`config.mk`:
```
export PLATFORM = sky130hd
export DESIGN_NAME = mem_access_unit
export DESIGN_NICKNAME = d
export VERILOG_FILES = /design/src/rtl/mem_access_pkg.sv /design/src/rtl/byte_extract.sv /design/src/rtl/mem_access_unit.sv
export SDC_FILE = /design/constraint.sdc
export NUM_CORES = 1
export LEC_CHECK = 0
export BUFFER_PORTS_ARGS = -buffer_cell sky130_fd_sc_hd__buf_4
export CAP_MARGIN = 25
export CORE_MARGIN = 2
export CORE_UTILIZATION = 50
export CTS_CLUSTER_SIZE = 12
export DETAILED_ROUTE_END_ITERATION = 10
export PLACE_DENSITY = 0.81
export RECOVER_POWER = 100
export SLEW_MARGIN = 20
export SYNTH_ARGS = -nofsm -noshare
export SYNTH_HDL_FRONTEND = slang
export SYNTH_HIERARCHICAL = 1
export SYNTH_SLANG_ARGS = --single-unit
export TNS_END_PERCENT = 50
```
`constraint.sdc`:
```
create_clock -name clk -period 2.5 [get_ports clk]
set_input_delay 0.375 -clock clk [delete_from_list [all_inputs] [get_ports clk]]
set_output_delay 0.375 -clock clk [all_outputs]
set_load 0.01 [all_outputs]
```
`src/rtl/mem_access_pkg.sv`:
```
// Shared types for the memory access unit: FSM state encoding and load-byte modes.
package mem_access_pkg;

  typedef enum logic [1:0] {
    IDLE,
    BUSY,
    DONE
  } state_t;

  localparam logic [1:0] LB_WORD = 2'b00;
  localparam logic [1:0] LB_U    = 2'b01;
  localparam logic [1:0] LB_S    = 2'b10;

endpackage

```
`src/rtl/byte_extract.sv`:
```
// Big-endian byte select with zero/sign extension for LBU/LB; word mode passes through.
module byte_extract
  import mem_access_pkg::*;
(
  input  logic [31:0] rdata,
  input  logic [1:0]  offset,
  input  logic [1:0]  mode,
  output logic [31:0] value
);

  logic [7:0] byte_sel;

  always_comb begin
    // NOTE: every output of a combinational block gets a default first so no path leaves it unassigned (which would infer a latch).
    byte_sel = rdata[31:24];
    value    = rdata;
    case (offset)
      2'd0:    byte_sel = rdata[31:24];
      2'd1:    byte_sel = rdata[23:16];
      2'd2:    byte_sel = rdata[15:8];
      default: byte_sel = rdata[7:0];
    endcase
    case (mode)
      LB_U:    value = {24'h0, byte_sel};
      LB_S:    value = {{24{byte_sel[7]}}, byte_sel};
      default: value = rdata;
    endcase
  end

endmodule

```
`src/rtl/mem_access_unit.sv`:
```
// Turns single-cycle controller read/write strobes into a req/ack memory handshake,
// stalling the controller until completion and owning the IR and MDR.
module mem_access_unit
  import mem_access_pkg::*;
#(
  parameter int AW      = 32,
  parameter int DW      = 32,
  parameter int TIMEOUT = 15
) (
  input  logic          clk,
  input  logic          reset,
  input  logic          rd_req,
  input  logic          wr_req,
  input  logic          irwrite,
  input  logic [1:0]    lb,
  input  logic [AW-1:0] addr,
  input  logic [DW-1:0] wdata,
  output logic          stall,
  output logic [DW-1:0] instr,
  output logic [DW-1:0] data,
  output logic          err,
  output logic          mem_req,
  output logic          mem_we,
  output logic [AW-1:0] mem_addr,
  output logic [DW-1:0] mem_wdata,
  input  logic [DW-1:0] mem_rdata,
  input  logic          mem_ack
);

  localparam int CW = $clog2(TIMEOUT + 1);

  state_t          state_q;
  logic [CW-1:0]   cnt_q, cnt_d;
  logic            irwrite_q;
  logic [1:0]      lb_q, off_q;
  logic            mem_req_q, mem_we_q, err_q;
  logic [AW-1:0]   mem_addr_q;
  logic [DW-1:0]   mem_wdata_q, instr_q, data_q;
  logic [31:0]     data_d;
  logic            timeout_hit;

  byte_extract u_byte_extract (
    .rdata  (mem_rdata),
    .offset (off_q),
    .mode   (lb_q),
    .value  (data_d)
  );

  assign cnt_d       = cnt_q + CW'(1);
  assign timeout_hit = (cnt_q == CW'(TIMEOUT - 1));

  // DONE drops stall for one cycle so the controller advances exactly once.
  always_comb begin
    stall = 1'b0;
    case (state_q)
      IDLE:    stall = rd_req | wr_req;
      BUSY:    stall = 1'b1;
      default: stall = 1'b0;
    endcase
  end

  always_ff @(posedge clk) begin
    // NOTE: sequential state uses non-blocking assignments so every register samples pre-edge values.
    if (reset) begin
      state_q     <= IDLE;
      cnt_q       <= '0;
      irwrite_q   <= 1'b0;
      lb_q        <= LB_WORD;
      off_q       <= 2'b00;
      mem_req_q   <= 1'b0;
      mem_we_q    <= 1'b0;
      mem_addr_q  <= '0;
      mem_wdata_q <= '0;
      instr_q     <= '0;
      data_q      <= '0;
      err_q       <= 1'b0;
    end else begin
      case (state_q)
        IDLE: begin
          if (rd_req || wr_req) begin
            mem_req_q   <= 1'b1;
            mem_we_q    <= wr_req;
            mem_addr_q  <= {addr[AW-1:2], 2'b00};
            mem_wdata_q <= wdata;
            irwrite_q   <= irwrite;
            lb_q        <= lb;
            off_q       <= addr[1:0];
            cnt_q       <= '0;
            // Conflicting strobes: the write proceeds, the read is dropped and flagged.
            if (rd_req && wr_req) err_q <= 1'b1;
            state_q     <= BUSY;
          end
        end
        BUSY: begin
          cnt_q <= cnt_d;
          if (mem_ack) begin
            mem_req_q <= 1'b0;
            mem_we_q  <= 1'b0;
            if (!mem_we_q) begin
              if (irwrite_q) instr_q <= mem_rdata;
              else           data_q  <= DW'(data_d);
            end
            state_q <= DONE;
          end else if (timeout_hit) begin
            mem_req_q <= 1'b0;
            mem_we_q  <= 1'b0;
            err_q     <= 1'b1;
            state_q   <= DONE;
          end
        end
        default: state_q <= IDLE;
      endcase
    end
  end

  assign instr     = instr_q;
  assign data      = data_q;
  assign err       = err_q;
  assign mem_req   = mem_req_q;
  assign mem_we    = mem_we_q;
  assign mem_addr  = mem_addr_q;
  assign mem_wdata = mem_wdata_q;

endmodule

```
==> flow_metrics.py <==
metrics = {
    "route": {
        "first_pass_iters": 4,
        "ant_nets": 0,
        "wire_per_inst_um": 16.8,
        "via_per_inst": 5.37,
        "vias": 5885,
        "post-route-drc-count": 0,
        "drt-initial-drc-count": 364,
        "route.final.wire_length_mm": 18.4,
    },
    "clock_network": {
        "root_buffer": "clkbuf_16",
        "clk_path_buf_depth": 2,
        "clkTransAtPathRegs_ps": 50,
        "cts-buffers-inserted": 17,
        "cts_tree": "built",
        "htreeDepth": 4,
        "clkSinkCount": 140,
        "cts_setup_buffers": 0,
        "clock_latency_ps": 410,
        "cts_resized": 0,
        "holdBufCountCts": 0,
    },
    "synthesis": {
        "synth_mux_area_frac": 0.112,
        "syn-instance-count": 714,
        "seq_area_frac_synth": 0.437,
        "ys_types": 39,
        "syn_area_sq_um": 6420,
        "synth-xor-area-share": 0,
        "synth-compound-area-share": 0.175,
        "synth_adder_area_share": 0.00780,
        "synth-seq-cells": 140,
        "synth_area_per_cell_sq_um": 8.99,
        "synth_top_family_by_area": "simple AND/OR/NAND/NOR gates",
        "synth-warning-count": 6,
        "yosys.area_share.simple": 0.211,
    },
    "timing": {
        "worstMarginPinSlew_ps": 1370,
        "setup_viol": 0,
        "relSlewSlack": 0.0880,
        "finalCritPeriodShare": 0.906,
        "grt_setup_unrepaired": "no",
        "report.final.slew_viol_count": 0,
        "fin_skew_ps": 4.58,
        "hold_violations": 0,
        "period_minus_slack_ps": 2260,
        "setup_tns_ps": 0,
        "fmax_mhz": 442,
    },
    "pwr": {
        "p_per_area_nw_per_um2": 684,
        "power.total_w": 0.00562,
        "power_leakage_nw": 3.12,
        "vdd_drop_max_mv": 0.506,
    },
    "setup_path": {
        "cp_top_family": "adder cells",
        "cp_slowest_cell": "ha_1",
        "worstPathMaxFanout": 18,
        "path_class": "register to register",
        "critPathBufInv": 2,
        "worstPathRequired_ps": 2840,
        "max_stage_delay_ps": 500,
        "endpoint_kind": "register",
        "worstSetupStartpointType": "register",
        "arrival_ps": 2600,
        "r2r_slack_ps": 240,
        "cp_cell_sequence": "inv_1 > ha_1 > or3b_1 > o22ai_1 > clkbuf_1 > a21o_2 > nand2b_1 > mux2i_1",
    },
    "global_route": {
        "grt_pass1_wl_mm": 27.9,
        "grt_overflow": 0,
        "antenna_found_initial": 0,
        "grt_pass1_vias": 5456,
        "grt_usage": 0.263,
        "grt_max_degree": 84,
    },
    "min_path": {
        "worstHoldPathType": "primary input to register",
    },
    "place": {
        "io_buffers": 233,
        "gp_congestion": 0.843,
        "dp_cells": 1067,
        "hpwl_mm": 12.4,
    },
    "floorplanning": {
        "std_cell_rows": 41,
        "pin_count": 236,
        "core-area_sq_um": 12600,
        "die_h_um": 117,
        "die_width_um": 117,
        "fp.dieArea_sq_um": 13800,
        "initial_core_util": 0.511,
    },
    "cells_and_area": {
        "drive_gt1_frac": 0.184,
        "diodes": 0,
        "instances_no_fill": 1095,
        "final_nets": 1022,
        "area_growth_pct": 28.1,
        "utilization": 0.654,
    },
    "run_status": {
        "status": "completed",
    },
    "run": {
        "drv_cap": 0,
    },
}
-- report_power, final --
| group | switching (W) | leakage, nW | internal (W) |
|---|---|---|---|
| clock network | 0.000865 | 0.258 | 0.00137 |
| logic | 0.000540 | 1.72 | 0.000409 |
| registers | 0.0000721 | 1.14 | 0.00236 |
| total | 0.00148 | 3.12 | 0.00414 |
-- through the flow --
step / hold WS (ps) / area [sq um] / setup WS (ps)
after CTS: 204 / 8740 / 329
after global placement: 459 / 8220 / 336
after floorplan: 470 / 6420 / 692
final: 221 / 8220 / 235
after detailed placement: 462 / 8220 / 350
after global routing: 211 / 8220 / 77.4
-- worst min-delay path: stages --
cell     delay (ps)
buf_4           110
nand3_1          50
a21oi_1          50
-- path summary, 6_finish.rpt --
path | startpoint | endpoint | cells after the start
worst min register to register | data[19] | data[19] | 2
worst min-delay path | addr[13] | mem_addr[13] | 3
worst max register to register | lb_q[0] | data[9] | 8
worst max-delay path | lb_q[0] | data[9] | 8
-- per-layer routing --
layer	part of all wire	global-route usage	vias up
met5	0	0	-
met4	0.020	0.116	0
li1	-	-	2871
met1	0.43	0.327	2756
met3	0.064	0.0762	32
met2	0.48	0.424	226
-- placed cells by master (no fill, tap or decap), drive strengths merged, types with 3 or more instances in the layout --
cell and instances:
nand2 3, mux2i 72, nand2b 131, inv 6
o21ai 76, a21o 24, or3 4, nand3 71
a21oi 73, a31oi 3, o211ai 4, a211oi 8
ha 4, buf 111, nor2 9, clkbuf 162
dfxtp 140
-- sequential cells by signal (all words and copies together) (netlist names) --
register / flops
data: 32
instr: 32
mem_wdata: 32
mem_addr: 30
cnt_q: 4
lb_q: 2
off_q: 2
state_q: 2
err: 1
irwrite_q: 1
mem_req: 1
mem_we: 1
-- final cells by class --
class                      instances  area, sq um
fill                            1179         4350
multi-input combinational        502         3260
tap                              172          215
inverter                           6         22.5
clock buffer                      26          509
clock inverter                     2         10.0
timing repair buffer             247         1400
sequential                       140         2800
-- logic make-up after synthesis --
family	Yosys count
flip-flops	140
buffers and inverters	73
adder cells (fa/ha/maj)	4
AND/OR/NAND/NOR	229
AO/OA/AOI/OAI	195
multiplexers	72
other	1
-- cell usage after synthesis (all sizes together) --
cell / n / area (sq um)
dfxtp: 140 / 2800
nand2b: 131 / 827
o21ai: 76 / 380
a21oi: 73 / 365
mux2i: 72 / 721
nand3: 71 / 355
clkbuf: 46 / 180
a21o: 24 / 209
buf: 21 / 155
nor2: 9 / 33.8
a211oi: 8 / 60.1
inv: 6 / 22.5
ha: 4 / 50.1
o211ai: 4 / 30.0
or3: 4 / 25.0
a31oi: 3 / 18.8
nand2: 3 / 11.3
nor2b: 2 / 12.5
nor4: 2 / 42.5
o31ai: 2 / 15.0
or2: 2 / 12.5
or3b: 2 / 17.5
a2111oi: 1 / 8.76
a221oi: 1 / 8.76
conb: 1 / 3.75
nand3b: 1 / 7.51
nand4: 1 / 6.26
nor3: 1 / 5.00
o21a: 1 / 7.51
o221ai: 1 / 8.76
o22ai: 1 / 12.5
No activity file was read; power rests on OpenSTA's default activity.
